--- src/rtl/owt_rx_pkg.sv ---
// -----------------------------------------------------------------------------
// owt_rx_pkg
//   Shared types for the OWT receive path: the frame deserializer FSM state
//   and the 2-bit frame error code reported with each frame pulse.
// -----------------------------------------------------------------------------
package owt_rx_pkg;

  typedef enum logic [1:0] {
    ST_IDLE = 2'b00,  // hunting for the sync pattern
    ST_DATA = 2'b01,  // shifting in data bits
    ST_PAR  = 2'b10   // waiting for the even-parity bit
  } owt_rx_st_e;

  typedef enum logic [1:0] {
    ERR_NONE = 2'b00,
    ERR_PAR  = 2'b01,
    ERR_TMO  = 2'b10
  } owt_rx_err_e;

endpackage

--- src/rtl/owt_frame_deser.sv ---
// -----------------------------------------------------------------------------
// owt_frame_deser
//   Sits behind the OWT-mode bit detector. Hunts for a sync pattern in the
//   detected bit stream, then shifts in a DATA_W-bit word (MSB first) and an
//   optional even-parity bit, and reports each finished frame with a single
//   pulse plus error status. A frame in progress is aborted with a timeout
//   error if the gap between bits grows too long.
//
// Ports
//   i_clk       clock
//   i_rst_n     asynchronous active-low reset
//   i_en        block enable; low aborts to IDLE on the next edge, no pulse
//   i_bit_vld   one-cycle pulse, detected bit valid
//   i_bit_data  detected bit value, qualified by i_bit_vld
//   o_frm_vld   one-cycle pulse, frame ended (good or bad)
//   o_frm_data  received word, updated only together with o_frm_vld
//   o_frm_err   00 ok, 01 parity error, 10 timeout; valid with o_frm_vld
//   o_busy      high while a frame is being received (state != IDLE)
// -----------------------------------------------------------------------------
module owt_frame_deser
  import owt_rx_pkg::*;
#(
  parameter int                DATA_W   = 16,
  parameter int                SYNC_W   = 4,
  parameter logic [SYNC_W-1:0] SYNC_PAT = 4'b1010,
  parameter bit                PAR_EN   = 1'b1,
  parameter int                TMO_W    = 12,
  parameter logic [TMO_W-1:0]  TMO_TH   = TMO_W'(2000)
) (
  input  logic              i_clk,
  input  logic              i_rst_n,
  input  logic              i_en,
  input  logic              i_bit_vld,
  input  logic              i_bit_data,
  output logic              o_frm_vld,
  output logic [DATA_W-1:0] o_frm_data,
  output logic [1:0]        o_frm_err,
  output logic              o_busy
);

  localparam int               CNT_W    = $clog2(DATA_W + 1);
  localparam logic [CNT_W-1:0] LAST_BIT = CNT_W'(DATA_W - 1);

  owt_rx_st_e        state;
  logic [SYNC_W-1:0] sync_sr;
  logic [DATA_W-1:0] data_sr;
  logic [CNT_W-1:0]  bit_cnt;
  logic [TMO_W-1:0]  tmo_cnt;

  // Shifted views of the sync and data registers with the current bit
  // appended as the new LSB. Widening by one bit keeps the slice legal for
  // any SYNC_W/DATA_W >= 1.
  logic [SYNC_W:0]   sync_ext;
  logic [DATA_W:0]   data_ext;
  logic [SYNC_W-1:0] sync_next;
  logic [DATA_W-1:0] data_next;
  logic              tmo_hit;
  logic              par_bad;

  // NOTE: every always_comb output is assigned unconditionally on every path,
  // so no latch can be inferred.
  always_comb begin
    sync_ext  = {sync_sr, i_bit_data};
    data_ext  = {data_sr, i_bit_data};
    sync_next = sync_ext[SYNC_W-1:0];
    data_next = data_ext[DATA_W-1:0];
    // Fires only in a cycle with no bit: a bit arriving at the threshold wins.
    tmo_hit   = (tmo_cnt == TMO_TH) && !i_bit_vld;
    par_bad   = (^data_sr) ^ i_bit_data;
  end

  // NOTE: all state below is updated with non-blocking assignments so every
  // register samples the pre-edge values regardless of statement order.
  always_ff @(posedge i_clk or negedge i_rst_n) begin
    if (!i_rst_n) begin
      state      <= ST_IDLE;
      sync_sr    <= '0;
      data_sr    <= '0;
      bit_cnt    <= '0;
      tmo_cnt    <= '0;
      o_frm_vld  <= 1'b0;
      o_frm_data <= '0;
      o_frm_err  <= ERR_NONE;
      o_busy     <= 1'b0;
    end else begin
      o_frm_vld <= 1'b0;

      if (!i_en) begin
        // Silent abort: the frame outputs keep their last reported values.
        state   <= ST_IDLE;
        o_busy  <= 1'b0;
        sync_sr <= '0;
        bit_cnt <= '0;
        tmo_cnt <= '0;
      end else begin
        unique case (state)
          ST_IDLE: begin
            tmo_cnt <= '0;
            if (i_bit_vld) begin
              if (sync_next == SYNC_PAT) begin
                // The completing sync bit is consumed here, not stored as data.
                state   <= ST_DATA;
                o_busy  <= 1'b1;
                sync_sr <= '0;
                bit_cnt <= '0;
                data_sr <= '0;
              end else begin
                sync_sr <= sync_next;
              end
            end
          end

          ST_DATA: begin
            if (i_bit_vld) begin
              data_sr <= data_next;
              bit_cnt <= bit_cnt + CNT_W'(1);
              tmo_cnt <= '0;
              if (bit_cnt == LAST_BIT) begin
                if (PAR_EN) begin
                  state <= ST_PAR;
                end else begin
                  state      <= ST_IDLE;
                  o_busy     <= 1'b0;
                  bit_cnt    <= '0;
                  o_frm_vld  <= 1'b1;
                  o_frm_data <= data_next;
                  o_frm_err  <= ERR_NONE;
                end
              end
            end else if (tmo_hit) begin
              state      <= ST_IDLE;
              o_busy     <= 1'b0;
              bit_cnt    <= '0;
              tmo_cnt    <= '0;
              o_frm_vld  <= 1'b1;
              o_frm_data <= data_sr;
              o_frm_err  <= ERR_TMO;
            end else if (tmo_cnt != '1) begin
              tmo_cnt <= tmo_cnt + TMO_W'(1);
            end
          end

          ST_PAR: begin
            if (i_bit_vld) begin
              state      <= ST_IDLE;
              o_busy     <= 1'b0;
              bit_cnt    <= '0;
              tmo_cnt    <= '0;
              o_frm_vld  <= 1'b1;
              o_frm_data <= data_sr;
              o_frm_err  <= par_bad ? ERR_PAR : ERR_NONE;
            end else if (tmo_hit) begin
              state      <= ST_IDLE;
              o_busy     <= 1'b0;
              bit_cnt    <= '0;
              tmo_cnt    <= '0;
              o_frm_vld  <= 1'b1;
              o_frm_data <= data_sr;
              o_frm_err  <= ERR_TMO;
            end else if (tmo_cnt != '1) begin
              tmo_cnt <= tmo_cnt + TMO_W'(1);
            end
          end

          default: begin
            state  <= ST_IDLE;
            o_busy <= 1'b0;
          end
        endcase
      end
    end
  end

`ifdef ASSERT_ON
  a_tmo_th_nonzero : assert property (@(posedge i_clk) TMO_TH > 0);
  a_sync_fits      : assert property (@(posedge i_clk) SYNC_W <= DATA_W);
  a_single_pulse   : assert property (@(posedge i_clk) disable iff (!i_rst_n)
                                      o_frm_vld |=> !o_frm_vld);
`endif

endmodule

--- config.mk ---
export PLATFORM = sky130hd
export DESIGN_NAME = owt_frame_deser
export DESIGN_NICKNAME = d
export VERILOG_FILES = /design/src/rtl/owt_rx_pkg.sv /design/src/rtl/owt_frame_deser.sv
export SDC_FILE = /design/constraint.sdc
export NUM_CORES = 1
export LEC_CHECK = 0
export ABC_AREA = 1
export CORE_MARGIN = 5
export CORE_UTILIZATION = 63
export DETAILED_ROUTE_END_ITERATION = 10
export MAX_ROUTING_LAYER = met4
export PLACE_DENSITY = 0.85
export SETUP_SLACK_MARGIN = 0.2
export SLEW_MARGIN = 25
export SYNTH_ARGS = -nofsm -noshare
export SYNTH_HDL_FRONTEND = slang
export SYNTH_SLANG_ARGS = --single-unit
--- constraint.sdc ---
create_clock -name i_clk -period 3.55 [get_ports i_clk]
set_clock_uncertainty 0.1 [all_clocks]
set_input_delay 0.71 -clock i_clk [delete_from_list [all_inputs] [get_ports i_clk]]
set_output_delay 0.71 -clock i_clk [all_outputs]
set_load 0.03 [all_outputs]
==> Word-level counts from Yosys, hierarchy flattened <==
Index checks and enable logic that the tools add are counted.
{ "word_totals": {"register_bits": 58, "latchBits": 0, "mem_bits_rw": 0, "mem_bits_ro": 0, "input_bits": 5, "out_inout_bits": 20, "mem_count": 0} }
{ "classes": {"add_sub_neg": 2, "mul": 0, "div_mod_pow": 0, "n_lt_le_gt_ge": 0, "eq_ne": 19, "shifts": 0, "mux": 49, "n_bitwise": 1, "reduce_logical": 14} }
{ "ops": {"columns": ["operator", "n"], "rows": [
  ["$mux 16", 6],
  ["$pmux 16 s2", 2],
  ["$mux 12", 4],
  ["$mux 5", 6],
  ["$pmux 12 s2", 1],
  ["$mux 2", 10],
  ["$reduce_xor 16->1", 1],
  ["$pmux 5 s3", 1],
  ["$add 12x1->12 const B", 1],
  ["$eq 12x11->1 const B", 1],
  ["$mux 3", 4],
  ["$ne 12x12->1 const B", 1],
  ["$reduce_and 3->1", 4],
  ["$mux 1", 11],
  ["$ne 3x3->1 const B", 3],
  ["$ne 2x2->1 const B", 4],
  ["$pmux 2 s3", 1],
  ["$add 5x1->5 const B", 1],
  ["$eq 5x4->1 const B", 1],
  ["$ne 5x2->1 const B", 1],
  ["$reduce_and 5->1", 1],
  ["$eq 4x4->1 const B", 1],
  ["$ne 2x1->1 const B", 2],
  ["$ne 4x1->1 const B", 1],
  ["14 further kinds", 16]
]} }

==> Longest topological paths before layout <==
Gate-level depths: netlist of the first run.
{ "logic_depth": {"ltp_word": 6, "ltp_mapped": 14} }

==> Least setup slack after synthesis of the first run <==
Ideal clock, no wire load.
{ "synth_path": {"kind": "input to register", "start": "input port i_bit_vld", "end": "register data_sr[0]", "setup_time_ns": 0.132, "arrival_time_ns": 1.585, "required_ns": 3.318, "slack_ns": 1.733, "path_stages": 7, "path_buffers": 2, "path_cell_list": "buf_2 nand2_1 inv_1 o21ai_0 a21oi_2 clkbuf_1 o21ai_0"} }
{ "synth_between": {"elab_chain_len": 2} }
{ "synth_rtl": {"columns": ["item", "line", "text"], "rows": [
  ["from (decl)", "owt_frame_deser.sv:33", "input logic i_bit_vld,"],
  ["$ne 2x2->1 (no source line)", null, null],
  ["$reduce_and 5->1 (no source line) *", null, null],
  ["to (signal assigned)", "owt_frame_deser.sv:115", "data_sr <= data_next;"],
  ["to (decl)", "owt_frame_deser.sv:46", "logic [DATA_W-1:0] data_sr;"]
]} }
Mark *: on every way between the ends. The rest lies on a longest branch, timed or not.
A chain may end at the register's enable or synchronous reset.

==> Final worst setup path of the first run <==
{ "layout_path": {"start": "input port i_bit_vld", "end": "register bit_cnt[0]"} }
{ "layout_between": {"elab_chain_len": 6} }
{ "layout_rtl": {"columns": ["item", "line", "text"], "rows": [
  ["$logic_not 1->1", "owt_frame_deser.sv:68", "tmo_hit = (tmo_cnt == TMO_TH) && !i_bit_vld;"],
  ["$logic_and 1x1->1", "owt_frame_deser.sv:68", null],
  ["$mux 5", null, null],
  ["$mux 5 (on tied branches)", "owt_frame_deser.sv:144, owt_frame_deser.sv:114", null],
  ["$pmux 5 s3", "owt_frame_deser.sv:96", "unique case (state)"],
  ["$mux 5", "owt_frame_deser.sv:88", "if (!i_en) begin"],
  ["to (signal assigned)", "owt_frame_deser.sv:116", "bit_cnt <= bit_cnt + CNT_W'(1);"],
  ["to (decl)", "owt_frame_deser.sv:47", "logic [CNT_W-1:0] bit_cnt;"]
]} }
Parallel ways exist; a longest one is shown, timed or not.

==> out/metrics.csv, run 1 <==
stage,metric,value,unit
status,status,completed,
grt,grt_overflow,0,
worst_setup_path,critPathLaunchType,input port,
floorplan,initial_core_util,0.650,
floorplan,rows,26,
power,p_per_area,779,nW/um^2
power,leakage,1.82,nW
grt,grt_max_degree,36,
routing,drc_errors,0,
cells_and_area,area_delta_synth_final,14.4,%
clock_network,h-tree-depth,3,
timing,worst_pin_slew,0.815,ns
floorplan,die_width,82.8,um
clock_network,cts_setup_buffers,0,
routing,ant_nets,0,
placed_design,dp_cells,522,
clock_network,clk_path_buf_depth,2,
cells_and_area,drive_above_1_share,0.0962,
worst_setup_path,critPathMaxFanout,12,
placed_design,post_dp_cell_area,3600,um^2
logic_synthesis,synth_area,3340,um^2
grt,grtUsageMet2,0.380,
worst_setup_path,worst_ep_required_time,3.69,ns
logic_synthesis,ys.flop_type,dfrtp_1,
placed_design,pre_cts_ws,0.712,ns
logic_synthesis,yosysWarningCount,0,
flow_run,drv_cap,0,
grt,grt_use_met1,0.300,
logic_synthesis,synth-edff-count,0,
timing,finalSetupViolCount,0,
logic_synthesis,synth_top_area_cell,dfrtp_1,
floorplan,die_area,6860,um^2
routing,wire_per_inst,13.9,um
placed_design,port_buffers,24,
worst_hold_path,hold_class,in2async,
power,total_power,2.98,mW
routing,dr.pass1.iters,5,
cells_and_area,diodes,0,
cells_and_area,multi_input_area,1520,um^2
timing,final-hold-violation-count,0,
logic_synthesis,synthDistinctLibCells,33,
grt,busiest_layer,met2,
logic_synthesis,syn_nets,450,
power,peakVddDrop,549,uV
routing,initialDrtViolationCount,288,
logic_synthesis,seq_area_frac_synth,0.435,
clock_network,numCtsBuffers,9,
logic_synthesis,netlist_instances,437,
timing,slew_violations,0,
grt,first_global_vias,2846,
logic_synthesis,syn_avg_cell_area,7.64,um^2
grt,met3_usage,0.0416,
floorplan,core,5140,um^2
logic_synthesis,synth-async-reset-ratio,1.00,
placed_design,gp_congestion,0.946,
placed_design,hpwlAfterDp,5.19,mm
cells_and_area,fin_cells,538,
timing,rsz0062_at_grt,false,
cells_and_area,num-fill-cells,419,
worst_setup_path,r2r_setup_slack,1.34,ns
grt,grt_pass1_wl,13.0,mm
timing,layout_setup_ws,0.991,ns
floorplan,io_pins,25,
timing,slew_headroom,0.457,
worst_setup_path,worst-setup-path-type,in2reg,
worst_setup_path,end_kind,flip-flop,
clock_network,path_clk_slew,0.07,ns
logic_synthesis,synthMostInstantiatedCell,nand2_1,
logic_synthesis,synth.area.top_cells,"dfrtp_1, nand2_1, inv_1",
timing,post-route-min-period,2.56,ns
cells_and_area,regArea,1450,um^2
cells_and_area,final_nets,476,
floorplan,die_h,82.8,um
clock_network,cts_tree,yes,
clock_network,cts_resized,0,
logic_synthesis,synth_top_area_share,0.435,
grt,grt_use_total,0.238,
clock_network,clk_latency,0.35,ns
routing,vias,2925,
routing,vias_per_cell,5.44,
logic_synthesis,netlist_top_cells_count,"nand2_1, inv_1, dfrtp_1",
timing,period_share,0.721,
clock_network,ctsHoldBuffers,0,
clock_network,root_buffer,clkbuf_8,
worst_setup_path,worstPathArrival,2.70,ns
grt,grt_antenna_before_repair,0,
routing,finalWirelength,7.50,mm
timing,final.setup.tns,0,ns
cells_and_area,fin_area,3820,um^2
logic_synthesis,ys_ff_latch,58,
timing,fmax,391,MHz
clock_network,cts_sinks,58,
## sequential cells by signal, indices dropped and copies added (netlist names)
name and count:
data_sr 16, o_frm_data 16, tmo_cnt 12, bit_cnt 5, sync_sr 3, o_frm_err 2, state 2, o_busy 1
o_frm_vld 1
## power by group
part | switching [mW] | internal [mW]
clock | 0.279 | 0.412
sequential | 0.144 | 0.849
combinational | 0.833 | 0.460
## area by class of cell
| type | count | area share |
|---|---|---|
| Timing Repair Buffer | 27 | 0.0675 |
| Inverter | 76 | 0.0747 |
| Sequential cell | 58 | 0.380 |
| Clock inverter | 5 | 0.0203 |
| Tap cell | 70 | 0.0229 |
| Clock buffer | 11 | 0.0370 |
| Multi-Input combinational cell | 291 | 0.398 |
## per-stage QoR
stage	hold WS (ns)	util
2_1_floorplan	0.314	-
3_3_place_gp	0.368	0.701
3_5_place_dp	0.382	0.701
4_1_cts	0.390	0.743
5_1_grt	0.423	0.743
6_report	0.347	0.743
## worst max-delay path, stage by stage
cell             delay [ns]
clkdlybuf4s50_1        0.76
inv_1                  0.33
o211ai_2               0.38
nand2_1                0.15
inv_1                  0.09
o21ai_1                0.09
o21a_1                 0.18
## metal layers
| metal | up-vias | wire (um) |
|---|---|---|
| met2 | 95 | 3720 |
| met3 | 23 | 382 |
| met4 | 0 | 163 |
| met1 | 1361 | 3220 |
| met5 | - | 0 |
| li1 | 1446 | - |
## path summary, 6_finish.rpt
check,from,to,cells after the start
worst max-delay path,i_bit_vld,bit_cnt[0]$_DFFE_PN0P_,7
worst min-delay path,i_rst_n,tmo_cnt[6]$_DFFE_PN0P_,1
worst max register to register,state[1]$_DFFE_PN0P_,o_frm_data[15]$_DFFE_PN0P_,9
worst min register to register,o_frm_data[4]$_DFFE_PN0P_,o_frm_data[4]$_DFFE_PN0P_,2
max in group asynchronous,i_rst_n,data_sr[1]$_DFFE_PN0P_,2
min in group i_clk,o_frm_data[4]$_DFFE_PN0P_,o_frm_data[4]$_DFFE_PN0P_,2
## cells in the final DEF, fill, tap and decap left out, types with 5 or more instances in the layout
master | Yosys | routed
nand3_1 | 34 | 34
clkdlybuf4s50_1 | 0 | 23
xor2_1 | 6 | 6
ha_1 | 8 | 8
nand4_1 | 8 | 8
nand2_1 | 105 | 105
o21ai_0 | 27 | 27
clkbuf_8 | 0 | 10
o21ai_1 | 26 | 26
o31ai_1 | 5 | 5
inv_1 | 72 | 72
nor2_1 | 27 | 27
dfrtp_1 | 58 | 58
nor3_1 | 11 | 11
a21oi_1 | 5 | 5
nor3_2 | 5 | 5
## logic make-up after synthesis
logic type,Yosys count,share of synthesized area
flip-flops,58,0.435
buffers and inverters,88,0.111
AO/OA/AOI/OAI,71,0.119
adder cells (fa/ha/maj),8,0.0300
XOR/XNOR,8,0.0210
AND/OR/NAND/NOR,204,0.285
Note: power is estimated with default switching activity, not from simulation.
==> run 2: changes to the inputs <==
Settings changed: CORE_UTILIZATION 63 to 59, PLACE_DENSITY 0.85 to 0.8.
Clock period 3.55 ns to 2.7 ns, I/O delays scaled along.
==> run 2 against run 1 <==
- clock power is 3% higher
- wire length down 4.6%
- final cell count rose by 0.93%
- final area fell by 0.59%
- global-route usage decreased by 1.4 points
- largest power group unchanged
==> out/metrics.csv, run 2 (synthesized netlist as in run 1, its figures left out) <==
stage,metric,value,unit
timing,worst_pin_slew,0.480,ns
worst_setup_path,cpMostUsedCell,inv_1,
clock_network,ctsHoldBuffers,0,
grt,first_global_vias,2848,
timing,slew_headroom,0.676,
worst_setup_path,max_stage_delay,0.43,ns
cells_and_area,layout_commonest_cell,nand2_1,
power,leakage,1.81,nW
cells_and_area,diodes,0,
routing,ant_nets,0,
cells_and_area,mostFrequentLayoutCells,"nand2_1, inv_1, dfrtp_1",
clock_network,root_buffer,clkbuf_8,
worst_hold_path,hold_class,in2async,
worst_setup_path,worst-setup-path-type,reg2reg,
placed_design,gp_congestion,0.940,
placed_design,port_buffers,24,
cells_and_area,fin_util,0.690,
placed_design,dp_cells,527,
floorplan,die_width,85.2,um
flow_run,drv_cap,0,
grt,grt_pass1_wl,12.8,mm
timing,period_share,0.803,
floorplan,die_area,7270,um^2
clock_network,clk_latency,0.34,ns
timing,layout_setup_ws,0.532,ns
power,p_per_area,976,nW/um^2
power,p_int,2.08,mW
placed_design,pre_cts_ws,0.292,ns
power,peakVddDrop,556,uV
routing,drc_errors,0,
routing,finalWirelength,7.15,mm
timing,slew_violations,0,
grt,grt_use_total,0.224,
floorplan,rows,27,
floorplan,core,5510,um^2
clock_network,clk_path_buf_depth,2,
power,clockPowerShare,0.191,
clock_network,cts_sinks,58,
worst_setup_path,path_cells,inv_1 > ha_1 > inv_1 > nor3_1 > nand3_1 > nor2_2 > o21bai_2 > nand2_4 > o21ai_1 > inv_1,
grt,grt_antenna_before_repair,0,
floorplan,initial_core_util,0.606,
timing,final-hold-violation-count,0,
power,p_seq_frac,0.350,
routing,vias,2910,
worst_setup_path,crit_buf_inv,3,
clock_network,cts_resized,0,
cells_and_area,top_regs,"data_sr: 16 flops, o_frm_data: 16 flops, tmo_cnt: 12 flops",
clock_network,cts_setup_buffers,0,
clock_network,path_clk_slew,0.07,ns
routing,vias_per_cell,5.36,
worst_setup_path,worstPathArrival,2.30,ns
timing,rsz0062_at_grt,false,
cells_and_area,drive_above_1_share,0.102,
power,p_comb_frac,0.458,
worst_setup_path,critPathLaunchType,flip-flop,
clock_network,numCtsBuffers,9,
cells_and_area,area_delta_synth_final,13.7,%
timing,fmax,461,MHz
grt,grt_overflow,0,
status,status,completed,
worst_setup_path,worst_ep_required_time,2.84,ns
routing,wire_per_inst,13.2,um
worst_setup_path,critPathTopFamily,simple AND/OR/NAND/NOR gates,
timing,final.setup.tns,0,ns
cells_and_area,fin_cells,543,
routing,initialDrtViolationCount,156,
floorplan,die_h,85.2,um
clock_network,h-tree-depth,3,
worst_setup_path,end_kind,flip-flop,
power,total_power,3.71,mW
cells_and_area,final_nets,479,
power,sw_frac_of_total,0.438,
worst_setup_path,critPathMaxFanout,32,
worst_setup_path,critPathSlowestCell,dfrtp_1,
routing,dr.pass1.iters,5,
grt,grt_max_degree,33,
timing,post-route-min-period,2.17,ns
clock_network,cts_tree,yes,
placed_design,hpwlAfterDp,5.07,mm
power,power.switching,1.62,mW
floorplan,io_pins,25,
timing,finalSetupViolCount,0,
==> run 2: changes by cell type in the layout (fill, tap and decap cells not counted) <==
cell / previous run / this run
clkinvlp_4: 1 / 2
clkinv_2: 2 / 3
buf_4: 3 / 6
bufinv_16: 2 / 0
==> run 2: metrics by stage <==
stage | hold slack [ns] | area [um^2]
6_report | 0.0515 | 3800
5_1_grt | 0.0844 | 3800
4_1_cts | 0.0524 | 3800
3_5_place_dp | 0.375 | 3630
3_3_place_gp | 0.360 | 3630
2_1_floorplan | 0.144 | 3340
==> run 2: per-layer routing <==
layer	up-vias	wire length, um	track usage
met5	-	0	-
met4	0	144	0.0921
met3	14	349	0.0485
met2	78	3430	0.352
met1	1356	3220	0.281
li1	1462	-	-
==> run 2: path summary, 6_finish.rpt <==
path,startpoint,end,slack (ns),cells past startpoint
setup / recovery,tmo_cnt[0]$_DFFE_PN0P_,o_frm_data[1]$_DFFE_PN0P_,0.53,10
hold / removal,i_rst_n,tmo_cnt[5]$_DFFE_PN0P_,0.05,1
setup reg to reg,tmo_cnt[0]$_DFFE_PN0P_,o_frm_data[1]$_DFFE_PN0P_,0.53,10
hold reg to reg,o_frm_data[4]$_DFFE_PN0P_,o_frm_data[4]$_DFFE_PN0P_,0.39,2
max in group asynchronous,i_rst_n,state[1]$_DFFE_PN0P_,1.80,2
min in group i_clk,o_frm_data[4]$_DFFE_PN0P_,o_frm_data[4]$_DFFE_PN0P_,0.39,2
==> run 2: area by class of cell <==
type | count | area (um^2)
multi-input combinational | 291 | 1520
inverter | 76 | 285
clock inverter | 5 | 30.0
fill | 459 | 1710
sequential | 58 | 1450
tap | 72 | 90.1
clock buffer | 11 | 141
timing repair buffer | 30 | 280
==> run 2: power groups by stage <==
stage	logic [mW]	clock network (mW)	registers, mW
after global placement	1.66	0	1.30
after global routing	1.92	0.762	1.34
after detailed placement	1.69	0	1.31
after floorplan	0.920	0	1.55
after CTS	1.71	0.727	1.30
final	1.70	0.709	1.30
==> run 3: changes to the inputs <==
Clock period 2.7 ns to 2.1 ns, I/O delays scaled along.
==> run 3 against run 2 <==
- register-to-register slack worse by 0.46 ns
- utilization rose by 10 points
- combinational power rose by 51%
- non-clock buffer count is 25 higher
- first-iteration DRC count increased by 85%
- sequential share of layout area fell by 5.0 points
- final cell count rose by 5.5%
- critical path depth down 2
- clock-buffer cell count unchanged
- global-route usage increased by 3.6 points
- critical path type is now in2reg
- critical endpoint is now o_busy$_DFFE_PN0P_
- highest routed layer unchanged
==> out/metrics.csv, run 3 (synthesized netlist as in run 1, its figures left out) <==
stage,metric,value,unit
placed_design,hpwlAfterDp,5.32,mm
worst_setup_path,worstPathArrival,2.21,ns
worst_setup_path,r2r_setup_slack,0.07,ns
clock_network,cts_sinks,58,
routing,drc_errors,0,
grt,grt_antenna_before_repair,0,
routing,vias_per_cell,5.73,
placed_design,post_dp_cell_area,3750,um^2
floorplan,die_width,85.2,um
cells_and_area,fin_util,0.794,
routing,m1WireLength,3.70,mm
worst_setup_path,r2r-end,o_busy$_DFFE_PN0P_,
floorplan,io_pins,25,
cells_and_area,area_delta_synth_final,30.9,%
timing,fin_hold_ws,0.378,ns
timing,final-hold-violation-count,0,
placed_design,port_buffers,24,
routing,routed.top_layer,met4,
routing,wire_per_inst,16.3,um
timing,period_share,0.984,
worst_hold_path,worstHoldStart,o_frm_data[6]$_DFFE_PN0P_,
grt,first_global_vias,3220,
placed_design,gp_congestion,0.982,
floorplan,die_h,85.2,um
worst_setup_path,crit_cells,8,
timing,post-route-min-period,2.07,ns
power,peakVddDrop,791,uV
timing,layout_setup_ws,0.0337,ns
grt,grt_overflow,0,
power,p_int,3.21,mW
worst_hold_path,holdPathStages,2,
clock_network,clk_latency,0.35,ns
worst_setup_path,end_kind,flip-flop,
worst_setup_path,rr_worst_depth,8,
timing,final.setup.tns,0,ns
flow_run,drv_cap,0,
timing,rsz0062_at_grt,true,
worst_hold_path,hold_class,reg2reg,
power,p_per_area,1270,nW/um^2
worst_setup_path,critPathSlowestCell,clkdlybuf4s50_1,
routing,finalWirelength,9.36,mm
power,p_seq_frac,0.305,
status,status,completed,
placed_design,pre_cts_ws,-0.0375,ns
cells_and_area,fin_area,4370,um^2
routing,ant_nets,0,
worst_setup_path,worst-setup-path-type,in2reg,
cells_and_area,final_nets,509,
worst_setup_path,worst_ep_required_time,2.25,ns
power,power.switching,2.35,mW
timing,finalSetupViolCount,0,
power,p_comb_frac,0.459,
worst_setup_path,critPathTopFamily,buffers and inverters,
grt,grt_use_total,0.261,
floorplan,die_area,7270,um^2
floorplan,core,5510,um^2
timing,worst_pin_slew,0.569,ns
power,clockPowerShare,0.236,
floorplan,rows,27,
routing,dr.pass1.iters,5,
cells_and_area,layout_commonest_cell,nand2_1,
worst_hold_path,holdPathEnd,o_frm_data[6]$_DFFE_PN0P_,
cells_and_area,num-fill-cells,349,
worst_setup_path,path_cells,clkdlybuf4s50_1 > inv_1 > nor2_1 > nor2_1 > nand2_1 > o21ai_0 > nand2_1 > o21ai_0,
grt,grt_max_degree,35,
cells_and_area,drive_above_1_share,0.214,
grt,grt_pass1_wl,14.6,mm
routing,wl_met3,738,um
power,leakage,2.20,nW
routing,initialDrtViolationCount,288,
clock_network,clk_path_buf_depth,2,
cells_and_area,diodes,0,
clock_network,cts_tree,yes,
clock_network,path_clk_slew,0.07,ns
clock_network,numCtsBuffers,9,
worst_setup_path,reg2reg_from,state[0]$_DFFE_PN0P_,
routing,vias,3285,
worst_setup_path,crit_buf_inv,2,
floorplan,initial_core_util,0.606,
routing,dr_wl_met2,4.60,mm
timing,fmax,484,MHz
worst_setup_path,critPathMaxFanout,9,
worst_setup_path,critPathLaunchType,input port,
power,sw_frac_of_total,0.423,
cells_and_area,mostFrequentLayoutCells,"nand2_1, inv_1, dfrtp_1",
clock_network,root_buffer,clkbuf_8,
clock_network,h-tree-depth,3,
cells_and_area,top_regs,"data_sr: 16 flops, o_frm_data: 16 flops, tmo_cnt: 12 flops",
worst_setup_path,max_stage_delay,0.43,ns
timing,slew_violations,0,
timing,slew_headroom,0.621,
==> run 3: timing repair <==
action                                  in CTS  in global routing
hold endpoints to repair                    24                  0
endpoints found under the setup margin      34                 50
hold buffers                                 1                  0
buffers inserted                             4                  7
resized for setup                           22                 44
gates cloned                                 3                  2
pin swaps                                    6                 10
==> run 3: worst max-delay path by stage <==
stage,slack [ns],start,to
final,0.03,i_bit_vld,o_busy$_DFFE_PN0P_
after global routing,-0.01,i_bit_vld,o_busy$_DFFE_PN0P_
after CTS,0.20,state[1]$_DFFE_PN0P_,o_busy$_DFFE_PN0P_
after detailed placement,-0.04,i_bit_vld,o_frm_data[1]$_DFFE_PN0P_
after global placement,0.06,i_bit_data,bit_cnt[0]$_DFFE_PN0P_
after floorplan,0.30,state[1]$_DFFE_PN0P_,data_sr[0]$_DFFE_PN0P_
==> run 3: power groups by stage <==
| stage | clock network [mW] | registers (mW) | logic [mW] |
|---|---|---|---|
| floorplan | 0 | 1.99 | 1.18 |
| global placement | 0 | 1.68 | 2.19 |
| detailed placement | 0 | 1.69 | 2.25 |
| CTS | 1.32 | 1.68 | 2.30 |
| global route | 1.40 | 1.75 | 2.81 |
| finish | 1.31 | 1.69 | 2.56 |
==> run 3: tightest hold or removal path: stages, from the launching register on <==
cell and delay, ns:
dfrtp_1 0.35, nand2_2 0.05, o21ai_2 0.04
==> run 3: final cells by class <==
cell class                      count  area (um^2)  share of cell area
Multi-Input combinational cell    296         1760               0.402
Sequential cell                    58         1450               0.333
Timing Repair Buffer               55          532               0.122
Inverter                           76          288              0.0658
Clock buffer                       11          151              0.0346
Clock inverter                      5          100              0.0229
Tap cell                           72         90.1              0.0206
==> run 3: stage by stage <==
stage / cells / total power, mW
floorplan: 437 / 3.18
global placement: 540 / 3.88
detailed placement: 540 / 3.94
CTS: 564 / 5.31
global route: 573 / 5.96
finish: 573 / 5.56
==> run 3: per-layer routing <==
metal / track usage / up-vias
met4: 0.104 / 0
li1: - / 1521
met3: 0.0699 / 34
met2: 0.405 / 191
met5: - / -
met1: 0.323 / 1539
